==> src/rtl/i2c_bus_arbiter_if.sv <==
// Requester / master-core signal bundle for the two-port I2C bus arbiter.
// The arbiter connects through the slave modport; the surrounding logic
// (requesters plus the I2C master core) connects through the master modport.
interface i2c_bus_arbiter_if;
    // requester side
    logic       req0;
    logic       req1;
    logic [7:0] addr0;
    logic [7:0] addr1;
    logic [7:0] wdata0;
    logic [7:0] wdata1;
    logic       gnt0;
    logic       gnt1;
    logic       done0;
    logic       done1;
    logic [7:0] rdata;
    logic       nack;
    logic       timeout;
    // master core side
    logic       m_start;
    logic [7:0] m_addr;
    logic [7:0] m_data;
    logic       m_done;
    logic       m_nack;
    logic [7:0] m_rdata;

    modport slave (
        input  req0, req1, addr0, addr1, wdata0, wdata1,
        input  m_done, m_nack, m_rdata,
        output gnt0, gnt1, done0, done1, rdata, nack, timeout,
        output m_start, m_addr, m_data
    );

    modport master (
        output req0, req1, addr0, addr1, wdata0, wdata1,
        output m_done, m_nack, m_rdata,
        input  gnt0, gnt1, done0, done1, rdata, nack, timeout,
        input  m_start, m_addr, m_data
    );
endinterface

==> src/rtl/i2c_bus_arbiter.sv <==
// Two-requester round-robin arbiter in front of a single I2C master core.
// One complete master transaction per grant: ISSUE (start pulse), WAIT
// (watchdog running), RESP (done pulse), GAP (enforced bus-free time).
// Every output is a register in the clk domain.
module i2c_bus_arbiter #(
    parameter int TIMEOUT_CYCLES = 4096,  // >= 2
    parameter int GAP_CYCLES     = 2      // >= 1
) (
    input  logic               clk,
    input  logic               rst_n,
    i2c_bus_arbiter_if.slave   bus
);
    localparam int TW = (TIMEOUT_CYCLES > 2) ? $clog2(TIMEOUT_CYCLES) : 1;
    localparam int GW = (GAP_CYCLES > 1) ? $clog2(GAP_CYCLES) : 1;

    // The watchdog counter starts at 0 in the first WAIT cycle, so the last
    // WAIT cycle before a forced abort holds TIMEOUT_CYCLES-2; the abort
    // then lands in RESP exactly TIMEOUT_CYCLES cycles after M_START.
    localparam logic [TW-1:0] WD_LAST  = TW'(TIMEOUT_CYCLES - 2);
    localparam logic [GW-1:0] GAP_LAST = GW'(GAP_CYCLES - 1);

    typedef enum logic [2:0] {
        IDLE  = 3'd0,
        ISSUE = 3'd1,
        WAIT  = 3'd2,
        RESP  = 3'd3,
        GAP   = 3'd4
    } state_t;

    state_t        state;
    logic [TW-1:0] wd_cnt;
    logic [GW-1:0] gap_cnt;
    logic          last_srv;   // 0/1 = requester most recently served

    logic          gnt0_q, gnt1_q, done0_q, done1_q;
    logic          nack_q, timeout_q, m_start_q;
    logic [7:0]    rdata_q, m_addr_q, m_data_q;

    // Winner of the IDLE decision: the sole requester, or on a tie the one
    // that was not served last.
    logic pick1;
    assign pick1 = bus.req1 & (~bus.req0 | ~last_srv);

    // Transaction sequencer: state, counters and all registered outputs.
    always_ff @(posedge clk or negedge rst_n) begin
        if (!rst_n) begin
            state     <= IDLE;
            wd_cnt    <= '0;
            gap_cnt   <= '0;
            last_srv  <= 1'b1;
            gnt0_q    <= 1'b0;
            gnt1_q    <= 1'b0;
            done0_q   <= 1'b0;
            done1_q   <= 1'b0;
            nack_q    <= 1'b0;
            timeout_q <= 1'b0;
            m_start_q <= 1'b0;
            rdata_q   <= '0;
            m_addr_q  <= '0;
            m_data_q  <= '0;
        end else begin
            case (state)
                IDLE: begin
                    if (bus.req0 | bus.req1) begin
                        m_addr_q  <= pick1 ? bus.addr1  : bus.addr0;
                        m_data_q  <= pick1 ? bus.wdata1 : bus.wdata0;
                        gnt0_q    <= ~pick1;
                        gnt1_q    <= pick1;
                        m_start_q <= 1'b1;
                        state     <= ISSUE;
                    end
                end
                ISSUE: begin
                    m_start_q <= 1'b0;
                    wd_cnt    <= '0;
                    state     <= WAIT;
                end
                WAIT: begin
                    // A completion on the final count cycle beats the watchdog.
                    if (bus.m_done) begin
                        rdata_q   <= bus.m_rdata;
                        nack_q    <= bus.m_nack;
                        timeout_q <= 1'b0;
                        done0_q   <= gnt0_q;
                        done1_q   <= gnt1_q;
                        state     <= RESP;
                    end else if (wd_cnt == WD_LAST) begin
                        rdata_q   <= '0;
                        nack_q    <= 1'b1;
                        timeout_q <= 1'b1;
                        done0_q   <= gnt0_q;
                        done1_q   <= gnt1_q;
                        state     <= RESP;
                    end else begin
                        wd_cnt <= wd_cnt + TW'(1);
                    end
                end
                RESP: begin
                    last_srv  <= gnt1_q;
                    done0_q   <= 1'b0;
                    done1_q   <= 1'b0;
                    gnt0_q    <= 1'b0;
                    gnt1_q    <= 1'b0;
                    nack_q    <= 1'b0;
                    timeout_q <= 1'b0;
                    gap_cnt   <= '0;
                    state     <= GAP;
                end
                GAP: begin
                    if (gap_cnt == GAP_LAST) begin
                        state <= IDLE;
                    end else begin
                        gap_cnt <= gap_cnt + GW'(1);
                    end
                end
                default: state <= IDLE;
            endcase
        end
    end

    assign bus.gnt0    = gnt0_q;
    assign bus.gnt1    = gnt1_q;
    assign bus.done0   = done0_q;
    assign bus.done1   = done1_q;
    assign bus.rdata   = rdata_q;
    assign bus.nack    = nack_q;
    assign bus.timeout = timeout_q;
    assign bus.m_start = m_start_q;
    assign bus.m_addr  = m_addr_q;
    assign bus.m_data  = m_data_q;
endmodule

==> src/flat_wrapper.sv <==
// flat-port wrapper written by rule: the top's interface ports become plain ports
module i2c_bus_arbiter_flat 
#(
    parameter int TIMEOUT_CYCLES = 4096,         
    parameter int GAP_CYCLES     = 2             
)
  (clk, rst_n, bus_req0, bus_req1, bus_addr0, bus_addr1, bus_wdata0, bus_wdata1, bus_m_done, bus_m_nack, bus_m_rdata, bus_gnt0, bus_gnt1, bus_done0, bus_done1, bus_rdata, bus_nack, bus_timeout, bus_m_start, bus_m_addr, bus_m_data);
  i2c_bus_arbiter_if bus_i ();
  input  logic clk;
  input  logic rst_n;
  input wire logic [$bits(bus_i.req0)-1:0] bus_req0;
  input wire logic [$bits(bus_i.req1)-1:0] bus_req1;
  input wire logic [$bits(bus_i.addr0)-1:0] bus_addr0;
  input wire logic [$bits(bus_i.addr1)-1:0] bus_addr1;
  input wire logic [$bits(bus_i.wdata0)-1:0] bus_wdata0;
  input wire logic [$bits(bus_i.wdata1)-1:0] bus_wdata1;
  input wire logic [$bits(bus_i.m_done)-1:0] bus_m_done;
  input wire logic [$bits(bus_i.m_nack)-1:0] bus_m_nack;
  input wire logic [$bits(bus_i.m_rdata)-1:0] bus_m_rdata;
  output wire logic [$bits(bus_i.gnt0)-1:0] bus_gnt0;
  output wire logic [$bits(bus_i.gnt1)-1:0] bus_gnt1;
  output wire logic [$bits(bus_i.done0)-1:0] bus_done0;
  output wire logic [$bits(bus_i.done1)-1:0] bus_done1;
  output wire logic [$bits(bus_i.rdata)-1:0] bus_rdata;
  output wire logic [$bits(bus_i.nack)-1:0] bus_nack;
  output wire logic [$bits(bus_i.timeout)-1:0] bus_timeout;
  output wire logic [$bits(bus_i.m_start)-1:0] bus_m_start;
  output wire logic [$bits(bus_i.m_addr)-1:0] bus_m_addr;
  output wire logic [$bits(bus_i.m_data)-1:0] bus_m_data;
  assign bus_i.req0 = bus_req0;
  assign bus_i.req1 = bus_req1;
  assign bus_i.addr0 = bus_addr0;
  assign bus_i.addr1 = bus_addr1;
  assign bus_i.wdata0 = bus_wdata0;
  assign bus_i.wdata1 = bus_wdata1;
  assign bus_i.m_done = bus_m_done;
  assign bus_i.m_nack = bus_m_nack;
  assign bus_i.m_rdata = bus_m_rdata;
  assign bus_gnt0 = bus_i.gnt0;
  assign bus_gnt1 = bus_i.gnt1;
  assign bus_done0 = bus_i.done0;
  assign bus_done1 = bus_i.done1;
  assign bus_rdata = bus_i.rdata;
  assign bus_nack = bus_i.nack;
  assign bus_timeout = bus_i.timeout;
  assign bus_m_start = bus_i.m_start;
  assign bus_m_addr = bus_i.m_addr;
  assign bus_m_data = bus_i.m_data;
  i2c_bus_arbiter #(.TIMEOUT_CYCLES(TIMEOUT_CYCLES), .GAP_CYCLES(GAP_CYCLES)) u_core (.clk(clk), .rst_n(rst_n), .bus(bus_i));
endmodule
==> config.mk <==
export PLATFORM = sky130hd
export DESIGN_NAME = i2c_bus_arbiter_flat
export DESIGN_NICKNAME = d
export VERILOG_FILES = /design/src/rtl/i2c_bus_arbiter_if.sv /design/src/rtl/i2c_bus_arbiter.sv /design/src/flat_wrapper.sv
export SDC_FILE = /design/constraint.sdc
export NUM_CORES = 1
export LEC_CHECK = 0
export CORE_ASPECT_RATIO = 0.7
export CORE_MARGIN = 1.5
export CORE_UTILIZATION = 49
export DETAILED_ROUTE_END_ITERATION = 7
export HOLD_SLACK_MARGIN = 0.12
export PLACE_DENSITY = 0.95
export SETUP_SLACK_MARGIN = 0.4
export SLEW_MARGIN = 10
export SYNTH_ARGS = -nofsm -noshare
export SYNTH_HDL_FRONTEND = slang
export SYNTH_SLANG_ARGS = --single-unit
==> constraint.sdc <==
create_clock -name clk -period 4.1 [get_ports clk]
set_clock_uncertainty 0.15 [all_clocks]
set_input_delay 0.82 -clock clk [delete_from_list [all_inputs] [get_ports clk]]
set_output_delay 0.82 -clock clk [all_outputs]
set_load 0.02 [all_outputs]
==> run_results.csv, run 1 <==
group,metric,value,unit
setup_path,worstSetupEndpointType,"flop",
floorplan,die_y,60.8,um
synth,synth_seq_cells,48,
power,netSwitchingFraction,0.402,
layout,diodes,0,
clocking,clock-sinks,48,
clocking,cts_hold_buffers,0,
clocking,worstSkewPairLatency,0.30,ns
timing,hold_viol,0,
job,max_cap_violations,0,
setup_path,path_class,"primary input to flop",
drt,first_pass_iters,6,
power,total_power,0.00215,W
placement,io_buffers,76,
timing,max_slew.worst_pin.slew,1.03,ns
floorplan,io_pins,77,
synth,synth_edf_count,0,
synth,postSynth.asyncResetShare,1.00,
drt,routed_wirelength,5570,um
synth,yosys-top-cells-area,"dfrtp_1, mux2i_1, o21ai_0",
synth,yosysTopAreaCell,"dfrtp_1",
grt,globalRouteOverflowTotal,0,
power,p_int,0.00129,W
clocking,cts_made_buffers,5,
clocking,cts.repair.resized,0,
power,combinationalPowerShare,0.493,
min_path,worstHoldPathCells,2,
timing,slew_headroom,0.310,
layout,syn2layout_area_growth,37.2,%
synth,synth_top_area_frac,0.504,
timing,post-route-period-util,0.641,
min_path,hold_start,"u_core.bus.m_addr[1]",
setup_path,critPathLaunchType,"primary input",
setup_path,worstPathRequired,4.10,ns
placement,place_congestion,0.833,
clocking,cts_setup_buffers,0,
min_path,hold_path_end,"u_core.bus.m_addr[1]",
drt,viasPerCell,5.60,
synth,syn_nets,274,
timing,fin_crit,2.63,ns
grt,grt_antenna_before_repair,0,
setup_path,r2r_end,"u_core.bus.gnt1",
floorplan,num_rows,20,
synth,yosysMostFrequentCell,"dfrtp_1",
setup_path,cp_max_fo,37,
setup_path,crit_slowest_cell,"or4_1",
synth,synthFlopType,"dfrtp_1",
synth,avgSynthCellArea,10.3,um^2
timing,grt_setup_unrepaired,"no",
synth,ys_types,46,
power,seq_power_share,0.367,
timing,drv_slew,0,
drt,vias,1983,
setup_path,crit_family,"simple AND/OR/NAND/NOR gates",
drt,drt_iter0_drc,154,
synth,synth_common_cells,"dfrtp_1, nand2_1, o21ai_0",
synth,synth-seq-area-share,0.515,
synth,yosys_warnings,0,
power,p_leak,1.42,nW
setup_path,r2r_slack,1.87,ns
placement,place_hpwl,4130,um
drt,drc_errors,7,
power,clock_power_share,0.139,
clocking,cts_tree,"yes",
grt,grt_pass1_vias,2004,
drt,wl_per_cell,15.7,um
clocking,htree_levels,2,
clocking,cts_root_buf,"clkbuf_8",
layout,drive_gt1_frac,0.0702,
clocking,clkTransAtPathRegs,0.09,ns
synth,synth_area,0.00233,mm^2
floorplan,design.core.area,0.00445,mm^2
grt,grt_max_degree,49,
timing,fin_setup_tns,0,ns
synth,syn-instance-count,226,
outcome,violations,"DRC",
layout,post-route-util,0.719,
floorplan,start_util,0.524,
setup_path,cp_cell_sequence,"clkdlybuf4s50_1, nor2_1, or4_1, nand3_1, o21ai_0",
floorplan,die_w,85.5,um
clocking,clock_path_buffers,2,
timing,fmax,380,MHz
setup_path,reg2regPathDepth,3,
outcome,outcome,"finished, violations left",
setup_path,arrival,2.63,ns
min_path,hp-class,"flop to flop",
power,net-switching-power,0.000865,W
setup_path,slowest_delay,0.86,ns
floorplan,die-area,0.00519,mm^2
grt,gr-usage-all-layers,0.233,
setup_path,critical_path_buf_inv_count,1,
power,powerDensity,671,mW/mm^2
timing,finalSetupViolations,0,
setup_path,worstReg2RegStart,"u_core.state[0]",
power,ir_worst_vdd,0.288,mV
layout,final_nets,346,
grt,grt_pass1_wl,9280,um
drt,drtAntennaViolNets,0,
registers in the layout, summed over array words and instances (netlist names), 3 cells and up:
name and flops:
u_core.bus.m_addr 8, u_core.bus.rdata 8, u_core.wd_cnt 12, u_core.state 3, u_core.bus.m_data 8
stage by stage:
stage	area (um^2)	std cells	hold WS (ns)	setup slack, ns
4_1_cts	3200	354	0.352	1.48
5_1_grt	3200	354	0.374	1.32
3_3_place_gp	3110	346	0.312	1.22
6_report	3200	354	0.345	1.47
2_1_floorplan	2330	226	0.334	1.98
3_5_place_dp	3110	346	0.324	1.16
layout make-up:
cell class | count | area [um^2]
fillers | 317 | 1250
flip-flops and latches | 48 | 1200
multi-input cells | 153 | 1020
repair buffers | 78 | 771
clock buffers | 6 | 82.6
well taps | 55 | 68.8
inverters | 12 | 45.0
clock inverters | 2 | 13.8
worst min-delay path, stage by stage, from the launching register on:
cell	delay, ns
dfrtp_1	0.36
nand2_1	0.05
o21ai_0	0.06
per-layer routing:
layer / wire, um / track usage / vias to the layer above
met5: 0 / 0 / -
met4: 94 / 0.101 / 0
met3: 365 / 0.0680 / 11
met1: 2500 / 0.296 / 963
met2: 2620 / 0.384 / 59
li1: - / - / 950
cells by family after synthesis:
kind of cell,after synthesis,synth area share
mux,22,0.102
fa+ha+maj,2,0.0107
flops,48,0.515
simple gates,70,0.156
buf+inv,25,0.0493
compound gates,59,0.167
worst max-delay path by stage:
stage	end	slack, ns	startpoint	cells past startpoint
final	u_core.bus.gnt1	1.47	bus_req0	5
after global placement	u_core.bus.gnt0	1.22	bus_req0	5
after floorplan	u_core.wd_cnt[1]	1.98	bus_m_done	5
after CTS	u_core.bus.gnt1	1.48	bus_req0	5
after global routing	u_core.bus.m_addr[0]	1.32	bus_req0	5
after detailed placement	u_core.bus.gnt1	1.16	bus_req0	5
power by group through the flow:
| stage | registers [W] | clock network [W] | logic [W] |
|---|---|---|---|
| CTS | 0.000789 | 0.000306 | 0.00107 |
| detailed placement | 0.000799 | 0 | 0.00106 |
| floorplan | 0.000930 | 0 | 0.000474 |
| global placement | 0.000785 | 0 | 0.00101 |
| global route | 0.000812 | 0.000327 | 0.00115 |
| finish | 0.000790 | 0.000299 | 0.00106 |
layout by cell type, fill, tap and decap left out, types with 2 or more instances in the layout:
cell / instances
clkdlybuf4s50_1: 75
dfrtp_1: 47
nand2_1: 23
o21ai_0: 22
mux2i_1: 17
nor2_1: 14
inv_1: 12
a21oi_1: 10
a22o_1: 8
nand3_1: 6
clkbuf_8: 6
and2_1: 4
a31oi_1: 4
nand2b_1: 3
nand4_1: 3
mux2_4: 3
and4_1: 2
nor2b_1: 2
nand3b_1: 2
o211ai_1: 2
mux2_2: 2
o22ai_1: 2
and3_1: 2
nand4b_1: 2
ha_1: 2
buf_4: 2
Power figures use the tool's default switching activity.
==> run 2: changes to the inputs <==
--- a/config.mk
+++ b/config.mk
@@ -7,10 +7,10 @@
 export LEC_CHECK = 0
 export CORE_ASPECT_RATIO = 0.7
 export CORE_MARGIN = 1.5
-export CORE_UTILIZATION = 49
+export CORE_UTILIZATION = 46
 export DETAILED_ROUTE_END_ITERATION = 7
 export HOLD_SLACK_MARGIN = 0.12
-export PLACE_DENSITY = 0.95
+export PLACE_DENSITY = 0.92
 export SETUP_SLACK_MARGIN = 0.4
 export SLEW_MARGIN = 10
 export SYNTH_ARGS = -nofsm -noshare
==> constraint.sdc (replaced) <==
create_clock -name clk -period 2.56 [get_ports clk]
set_clock_uncertainty 0.15 [all_clocks]
set_input_delay 0.512 -clock clk [delete_from_list [all_inputs] [get_ports clk]]
set_output_delay 0.512 -clock clk [all_outputs]
set_load 0.02 [all_outputs]
==> run_results.csv, run 2 (synthesis results as in run 1) <==
group,metric,value,unit
clocking,worstSkewPairLatency,0.30,ns
timing,holdWs,0.339,ns
outcome,outcome,"completed",
timing,grt_setup_unrepaired,"no",
layout,largest_reg_flops,12,
timing,drv_slew,0,
drt,drtAntennaViolNets,0,
timing,hold_viol,0,
power,ir_worst_vdd,0.714,mV
drt,vias,2011,
grt,grt_pass1_wl,9250,um
floorplan,die_y,62.6,um
clocking,cts_tree,"yes",
power,p_leak,1.46,nW
grt,grt_antenna_before_repair,0,
placement,place_congestion,0.889,
layout,drive_gt1_frac,0.104,
setup_path,r2r_slack,0.53,ns
floorplan,die-area,0.00552,mm^2
layout,final_nets,354,
timing,fin_crit,2.05,ns
setup_path,worstReg2RegStart,"u_core.wd_cnt[1]",
setup_path,crit_slowest_cell,"clkdlybuf4s50_1",
layout,diodes,0,
layout,final_cell_mix,"clkdlybuf4s50_1, dfrtp_1, nand2_1",
drt,routed_wirelength,5620,um
timing,fmax,489,MHz
grt,gr-usage-all-layers,0.215,
placement,io_buffers,76,
setup_path,arrival,1.38,ns
min_path,hp-class,"flop to flop",
clocking,clock-sinks,48,
setup_path,r2r_end,"u_core.bus.rdata[3]",
floorplan,die_w,88.2,um
timing,slew_headroom,0.588,
clocking,clock_path_buffers,2,
setup_path,cp_cell_sequence,"clkdlybuf4s50_1",
floorplan,io_pins,77,
min_path,hold_start,"u_core.bus.m_addr[0]",
setup_path,cp_max_fo,4,
grt,grt_pass1_vias,1947,
setup_path,worstSetupEndpointType,"output port",
floorplan,num_rows,21,
timing,fin_setup_tns,0,ns
layout,syn2layout_area_growth,41.9,%
drt,wl_per_cell,15.0,um
clocking,htree_levels,2,
setup_path,slowest_delay,0.65,ns
placement,place_area,0.00316,mm^2
drt,viasPerCell,5.35,
timing,post-route-period-util,0.800,
drt,drt_iter0_drc,104,
grt,grt_max_degree,38,
timing,finalSetupViolations,0,
setup_path,critical_path_buf_inv_count,1,
min_path,hold_path_end,"u_core.bus.m_addr[0]",
floorplan,design.core.area,0.00483,mm^2
drt,first_pass_iters,4,
clocking,cts_made_buffers,5,
grt,globalRouteOverflowTotal,0,
setup_path,crit_family,"buffers and inverters",
power,powerDensity,1080,mW/mm^2
floorplan,start_util,0.483,
setup_path,worstPathRequired,1.90,ns
job,max_cap_violations,0,
placement,place_hpwl,4130,um
timing,max_slew.worst_pin.slew,0.614,ns
drt,drc_errors,0,
layout,stdcell_area,0.00331,mm^2
layout,top_register,"u_core.wd_cnt",
clocking,clkTransAtPathRegs,0.09,ns
setup_path,reg2regPathDepth,5,
setup_path,critPathLaunchType,"flop",
clocking,cts_root_buf,"clkbuf_8",
setup_path,path_class,"flop to output port",
layout,post-route-util,0.685,
min_path,worstHoldPathCells,2,
layout,layout_commonest_cell,"clkdlybuf4s50_1",
run 2: changes by cell type in the layout (fill, tap and decap cells not counted):
cell	change
buf_4	+7
dfrtp_1	-1
clkinv_2	-1
and4_2	+1
nor2_2	+1
a21boi_2	+1
bufinv_16	+1
dfrtp_2	+1
dlygate4sd3_1	+1
nor2_1	-1
a21boi_1	-1
clkinvlp_4	+1
clkbuf_8	-1
and4_1	-1
run 2: per-layer routing:
metal | global-route usage | share of wire
met1 | 0.281 | 0.44
met2 | 0.357 | 0.47
met3 | 0.0449 | 0.075
met4 | 0.0664 | 0.015
met5 | 0 | 0
run 2: per-stage QoR:
step / power, W / instances / worst slack, ns
after floorplan: 0.00225 / 226 / 0.591
after global placement: 0.00290 / 364 / 0.347
after detailed placement: 0.00298 / 364 / 0.276
after CTS: 0.00355 / 373 / 0.416
after global routing: 0.00381 / 376 / 0.411
final: 0.00357 / 376 / 0.513
run 2: worst max-delay path by stage:
stage / start / to / slack, ns / cells past startpoint
floorplan: u_core.wd_cnt[0] / u_core.wd_cnt[1] / 0.59 / 7
global placement: bus_m_done / u_core.wd_cnt[1] / 0.35 / 5
detailed placement: bus_m_done / u_core.wd_cnt[1] / 0.28 / 5
CTS: u_core.wd_cnt[0] / u_core.wd_cnt[1] / 0.42 / 6
global route: u_core.wd_cnt[1] / u_core.bus.rdata[3] / 0.41 / 5
finish: u_core.bus.gnt1 / bus_gnt1 / 0.51 / 1
run 2: cell type report:
| class | instances | area (um^2) |
|---|---|---|
| Clock inverter | 3 | 46.3 |
| Sequential cell | 48 | 1200 |
| Fill cell | 368 | 1520 |
| Tap cell | 69 | 86.3 |
| Inverter | 12 | 45.0 |
| Multi-Input combinational cell | 153 | 1030 |
| Clock buffer | 5 | 68.8 |
| Timing Repair Buffer | 86 | 833 |
run 2: worst register-to-register path: cells and delay by family (launching register included):
family	cells	cell delay, ns
adders and majority gates	1	0.19
and+or+nand+nor	2	0.44
AOI/OAI and AO/OA	2	0.75
DFF	1	0.43
run 2: where the power goes:
group | switching (W) | internal (W) | leakage [nW]
sequential | 0.000229 | 0.00105 | 0.609
clock | 0.000259 | 0.000294 | 0.0548
combinational | 0.000905 | 0.000838 | 0.794
run 2: what timing repair did:
item                       in CTS  in global routing
setup endpoints to repair       1                 20
pin swaps                       1                  1
hold buffers                    1                  0
resized for setup               0                  4
hold endpoints to repair       23                  0
buffers inserted                0                  3
